===== src/rtl/condicionador_botoes.sv =====
// Button conditioner: synchronises the 9 raw board buttons, debounces them
// and forwards only single-button presses as a held one-hot vector.
module condicionador_botoes #(
    parameter int unsigned DEBOUNCE_CICLOS = 4
) (
    input  logic       clock,
    input  logic       reset,
    input  logic       habilita,
    input  logic [8:0] botoes_raw,
    output logic [8:0] botoes,
    output logic       jogada_valida,
    output logic       erro_multipla,
    output logic [1:0] db_estado
);

    localparam int unsigned CW = $clog2(DEBOUNCE_CICLOS + 1);
    localparam logic [CW-1:0] CNT_MAX = CW'(DEBOUNCE_CICLOS - 1);

    typedef enum logic [1:0] {
        OCIOSO  = 2'b00,
        FILTRA  = 2'b01,
        ESTAVEL = 2'b10,
        LIBERA  = 2'b11
    } estado_t;

    logic [8:0]    sync1_q, sync2_q;
    logic [8:0]    amostra_q, amostra_d;
    logic [CW-1:0] cnt_q, cnt_d;
    estado_t       estado_q, estado_d;
    logic [8:0]    botoes_q, botoes_d;
    logic          valida_q, valida_d;
    logic          erro_q, erro_d;
    logic          um_so_botao;

    // Exactly one bit set in the filtered sample
    assign um_so_botao = (amostra_q != '0) && ((amostra_q & (amostra_q - 9'd1)) == '0);

    // Next-state and output decisions of the press/release filter
    always_comb begin
        amostra_d = amostra_q;
        cnt_d     = cnt_q;
        estado_d  = estado_q;
        botoes_d  = botoes_q;
        valida_d  = 1'b0;
        erro_d    = 1'b0;
        case (estado_q)
            OCIOSO: begin
                if (habilita && (sync2_q != '0)) begin
                    amostra_d = sync2_q;
                    cnt_d     = '0;
                    estado_d  = FILTRA;
                end
            end
            FILTRA: begin
                if (sync2_q == '0) begin
                    estado_d = OCIOSO;
                end else if (sync2_q != amostra_q) begin
                    amostra_d = sync2_q;
                    cnt_d     = '0;
                end else if (cnt_q != CNT_MAX) begin
                    cnt_d = cnt_q + CW'(1);
                end else if (um_so_botao) begin
                    botoes_d = amostra_q;
                    valida_d = 1'b1;
                    estado_d = ESTAVEL;
                end else begin
                    erro_d   = 1'b1;
                    cnt_d    = '0;
                    estado_d = LIBERA;
                end
            end
            ESTAVEL: begin
                if (sync2_q != amostra_q) begin
                    botoes_d = '0;
                    cnt_d    = '0;
                    estado_d = LIBERA;
                end
            end
            default: begin
                botoes_d = '0;
                if (sync2_q != '0) begin
                    cnt_d = '0;
                end else if (cnt_q == CNT_MAX) begin
                    estado_d = OCIOSO;
                end else begin
                    cnt_d = cnt_q + CW'(1);
                end
            end
        endcase
    end

    // Synchroniser chain, filter state and registered outputs
    always_ff @(posedge clock or negedge reset) begin
        if (!reset) begin
            sync1_q   <= '0;
            sync2_q   <= '0;
            amostra_q <= '0;
            cnt_q     <= '0;
            estado_q  <= OCIOSO;
            botoes_q  <= '0;
            valida_q  <= 1'b0;
            erro_q    <= 1'b0;
        end else begin
            sync1_q   <= botoes_raw;
            sync2_q   <= sync1_q;
            amostra_q <= amostra_d;
            cnt_q     <= cnt_d;
            estado_q  <= estado_d;
            botoes_q  <= botoes_d;
            valida_q  <= valida_d;
            erro_q    <= erro_d;
        end
    end

    assign botoes        = botoes_q;
    assign jogada_valida = valida_q;
    assign erro_multipla = erro_q;
    assign db_estado     = estado_q;

endmodule


===== config.mk =====
export PLATFORM = sky130hd
export DESIGN_NAME = condicionador_botoes
export DESIGN_NICKNAME = d
export VERILOG_FILES = /design/src/rtl/condicionador_botoes.sv
export SDC_FILE = /design/constraint.sdc
export NUM_CORES = 1
export LEC_CHECK = 0
export CAP_MARGIN = 25
export CORE_UTILIZATION = 50
export CTS_CLUSTER_DIAMETER = 100
export DETAILED_ROUTE_END_ITERATION = 7
export PLACE_DENSITY_LB_ADDON = 0.25
export SYNTH_ARGS = -nofsm -noshare
export SYNTH_HDL_FRONTEND = slang
export SYNTH_SLANG_ARGS = --single-unit

===== constraint.sdc =====
create_clock -name clock -period 3.1 [get_ports clock]
set_input_delay 0.31 -clock clock [delete_from_list [all_inputs] [get_ports clock]]
set_output_delay 0.31 -clock clock [all_outputs]
set_load 0.02 [all_outputs]

# Word-level counts from Yosys, hierarchy flattened
# Cells that the tools add are included.
[totals]
regBits = 43
wordCells = 80
[op_classes]
add_sub_neg = 2
n_eq_ne = 17
muxes = 38
n_bitwise = 2
n_reduce_logical = 13
[ops]
columns = ["cell", "n"]
rows = [
  ["9-bit 2-to-1 mux", 8],
  ["9-bit case mux with 3 select lines", 1],
  ["3-bit 2-to-1 mux", 8],
  ["9-bit logical NOT", 2],
  ["9-bit case mux with 2 select lines", 1],
  ["9-bit nonzero test", 2],
  ["2-bit 2-to-1 mux", 7],
  ["2-bit inequality test, second input constant", 7],
  ["6-bit AND reduction", 2],
  ["1-bit 2-to-1 mux", 11],
  ["9-bit bitwise AND", 1],
  ["9-bit inequality test", 1],
  ["3-bit case mux with 3 select lines", 1],
  ["9-bit by 1-bit subtractor with 9-bit output, second input constant", 1],
  ["3-bit inequality test, second input constant", 2],
  ["2-bit case mux with 3 select lines", 1],
  ["5-bit by 2-bit inequality test with 1-bit output, second input constant", 1],
  ["5-bit AND reduction", 1],
  ["4-bit by 1-bit inequality test with 1-bit output, second input constant", 1],
  ["4-bit inequality test, second input constant", 1],
  ["4-bit AND reduction", 1],
  ["4-bit nonzero test", 1],
  ["3-bit by 1-bit adder with 3-bit output, second input constant", 1],
  ["3-bit by 2-bit equality test with 1-bit output, second input constant", 1],
  ["other kinds (7)", 8],
]

# Longest topological paths before layout
[logic_depth]
ltp_word = 9
depth_mapped = 9
depth_no_buf = 8

# Worst setup path before layout
# OpenSTA, ideal clock, no wires.
[synth_path]
kind = "reg-to-reg"
startpoint = "reg amostra_q[2]"
endpoint = "reg cnt_q[0]"
arrival_ps = 2378
slack_ps = 597
path_stages_with_launch = 7
path_buffers = 0
synth_period_minus_slack_ps = 2503
cell_sequence = "dfrtp_1 > or4_4 > nor3_1 > xnor2_1 > or3b_4 > o31a_1 > mux2_4"
[synth_via]
elab_chain_cells = 6
elab_cells_between_ends = 12
cone_classes = "add/sub (1); eq/ne (3); mux (3); bitwise (1); reduce/logical (4)"
[synth_lines]
columns = ["element", "line", "rtl"]
rows = [
  ["start, declared", "27", "logic [8:0] amostra_q, amostra_d;"],
  ["start signal, assigned", "106", "amostra_q <= amostra_d;"],
  ["9-bit by 1-bit subtractor with 9-bit output", "36", "assign um_so_botao = (amostra_q != '0) && ((amostra_q & (amostra_q - 9'd1)) == '0);"],
  ["9-bit bitwise AND", "36", ""],
  ["9-bit logical NOT", "36", ""],
  ["1-bit logical AND", "36", ""],
  ["4-bit inequality test (no line)", "n/a", ""],
  ["5-bit AND reduction (no line)", "n/a", ""],
  ["end signal, assigned", "107", "cnt_q <= cnt_d;"],
  ["end, declared", "28", "logic [CW-1:0] cnt_q, cnt_d;"],
]
# Several ways; a longest one is shown, not always the timed one. The select of a mux whose other input is x is not followed.
# A chain may end at the register's enable or synchronous reset.

# Worst setup path after layout
# Ends and elaborated chain as after synthesis.

==> reports/qor.txt <==
Period utilisation layout: 84.9%
Switch share: 39.5%
Crit. End Element: flop
Root Buffer: clkbuf_8
Chip Height: 66.3 microns
Final setup viols: 0
Slew Limit Fails: 0
NetSw: 0.000731 W
Cell Rows: 22
H-tree Lvls: 2
CP arrival: 2.82 ns
Yosys cell types: 37
Seq. cell area: 1080 sq um
FF-to-FF setup slack: 0.47 ns
Multi-input gate area: 935 sq um
Pin count of the biggest net entering global routing: 44
Worst Hold Class: in2async
Max Fclk: 380 MHz
Non-filler instance count after layout: 266
Post-Syn Instances: 191
Post-DRT Antenna Nets: 0
Clock network power share: 19.3%
Core ar.: 3800 sq um
Worst endpoint required time: 3.29 ns
Ys flop type: dfrtp_1
Worst Max-Slew Pin Slew: 0.950 ns
Final Hold Viols: 0
DR DRC count: 0
GP Congestion: 0.841
# hold bufs at CTS: 0
Logic pwr share: 37.8%
Initial Util: 54.3%
Antenna violations before repair: 0
Synthesized cell area: 2060 sq um
Via Count: 1478
Proportion of layout cells with a drive suffix above 1: 11.5%
Status: finished, final reports clean
Total Power: 0.00185 W
Leakage: 1.05 nW
Grt total ovfl: 0
Setup TNS: 0 ns
Clock Latency Late Sink: 0.30 ns
DIE WIDTH: 66.3 microns
RSZ-0062 raised after global routing: no
TritonCTS buffer count: 5
Synth warn: 0
DIE AREA: 4390 sq um
Worst Setup Path Type: reg2reg
Clk pin slew, worst setup/hold paths: 0.09 ns
Startpoint Class: flop
Growth of design area from synthesis to finish: 18.2%
Worst Skew: 0.0113 ns
Commonest non-fill, non-tap cells in the layout: 43 x dfrtp_1, 26 x nand2_1, 24 x nor2_1, 23 x clkdlybuf4s50_1
Max cap viols: 0
PD cells: 759 nW/um^2
Io pins: 25
Hpwl dp: 2.75 mm
Drt pass-1 iters: 4
Mapped Nets: 211
Vias in the first global route: 1429
Initial DRC Count: 94
Routed wire length: 3.82 mm
Critical Path Source: amostra_q[2]
Number of synthesized flops with an enable pin: 0
Synth top area cells: dfrtp_1 52%, mux2_2 4.9%, ha_1 4.8%
Fillcell total: 308
Port bufs: 24
Critical register-to-register path startpoint: amostra_q[2]
Flop pwr share: 42.9%
Pint: 0.00112 W
Critical Path Fanout Max: 5
Clock sink count: 43
Worst VDD drop: 401 uV
Max_slew headroom: 36.6%
Resized cells post-CTS: 0
Nets: 237
TritonCTS clock tree: done
Top cell type's share of synthesized area: 52.1%
Vias per cell: 5.56
Worst r2r dst: cnt_q[0]
Antenna diodes: 0
#FFs+latches synth: 43
Post-synth ARST share: 100%
Placed cell count: 258
Seq/Total Area, Yosys: 52.1%
Area leader, netlist: dfrtp_1
CTS max path bufs: 2
Routed len/inst: 14.4 microns
GRT Util Overall: 19.6%
Synthesized area per cell: 10.8 sq um
Global-route wire length before repair: 6.38 mm
Postcts setup bufs: 0
Commonest non-fill, non-tap cell in the layout: dfrtp_1
Reg2reg path depth: 6
Fin crit period: 2.63 ns
-- synth_stat cells, drive strengths merged (2+ instances only) --
| cell type | instances |
|---|---|
| mux2i | 2 |
| or4 | 2 |
| and3 | 3 |
| nand2 | 26 |
| ha | 8 |
| nand4 | 4 |
| inv | 7 |
| or3 | 2 |
| a221o | 9 |
| nor3 | 6 |
| buf | 2 |
| a21oi | 4 |
| clkbuf | 5 |
| nor2 | 24 |
| mux2 | 10 |
| o21ai | 5 |
| nor4 | 2 |
| dfrtp | 43 |
| xnor2 | 8 |
| and4 | 2 |
| nor4b | 2 |
| nand3 | 3 |
| xor2 | 2 |
-- routing by layer --
metal	GRT usage, %	vias up	share of wire [%]
met2	32.1	47	49
met5	0	-	0
met3	5.52	7	4.0
li1	-	724	-
met1	24.6	700	46
met4	6.65	0	1.3
-- sequential cells by signal, summed over array words and instances (netlist names) --
name,cells
sync1_q,9
erro_multipla,1
botoes,9
db_estado,2
cnt_q,3
jogada_valida,1
sync2_q,9
amostra_q,9
-- worst max-delay path by stage --
stage               end  cells after the start
2_1_floorplan  cnt_q[0]                      6
3_3_place_gp   cnt_q[0]                      6
3_5_place_dp   cnt_q[0]                      6
4_1_cts        cnt_q[0]                      6
5_1_grt        cnt_q[0]                      6
6_report       cnt_q[0]                      6
-- cells by family after synthesis --
group / count (synthesis) / synth area share (%)
adders and majority gates: 9 / 5.33
buffers and inverters: 14 / 2.61
muxes: 12 / 6.61
AOI/OAI and AO/OA: 24 / 9.94
and+or+nand+nor: 79 / 19.2
xor gates and xnor gates: 10 / 4.24
DFF: 43 / 52.1
-- power by group through the flow --
stage / logic, W / registers (W) / clock network (W)
2_1_floorplan: 0.000533 / 0.000774 / 0
3_3_place_gp: 0.000675 / 0.000794 / 0
3_5_place_dp: 0.000689 / 0.000806 / 0
4_1_cts: 0.000697 / 0.000795 / 0.000367
5_1_grt: 0.000766 / 0.000810 / 0.000391
6_report: 0.000700 / 0.000794 / 0.000358
-- final cells by class --
class,count,area share [%]
inverters,7,1.08
clock inverters,3,1.03
flip-flops and latches,43,44.1
clock buffers,5,2.82
well taps,48,2.46
repair buffers,26,10.3
multi-input cells,134,38.3
-- stage by stage --
step	setup WS [ns]	instance area (sq um)	hold slack, ns	utilization [%]
6_report	0.468	2440	0.135	64.3
5_1_grt	0.370	2440	0.222	64.3
4_1_cts	0.466	2440	0.177	64.3
3_5_place_dp	0.483	2350	0.335	61.8
3_3_place_gp	0.527	2350	0.335	61.8
2_1_floorplan	0.597	2060	0.0144	-
-- worst max-delay path, cell delays in order (launching register included) --
cell and delay, ns:
dfrtp_1 0.44, or4_4 0.59, nor3_1 0.23, xnor2_1 0.17, or3b_4 0.43, o31a_1 0.36
mux2_4 0.31
Power figures use the tool's default switching activity.
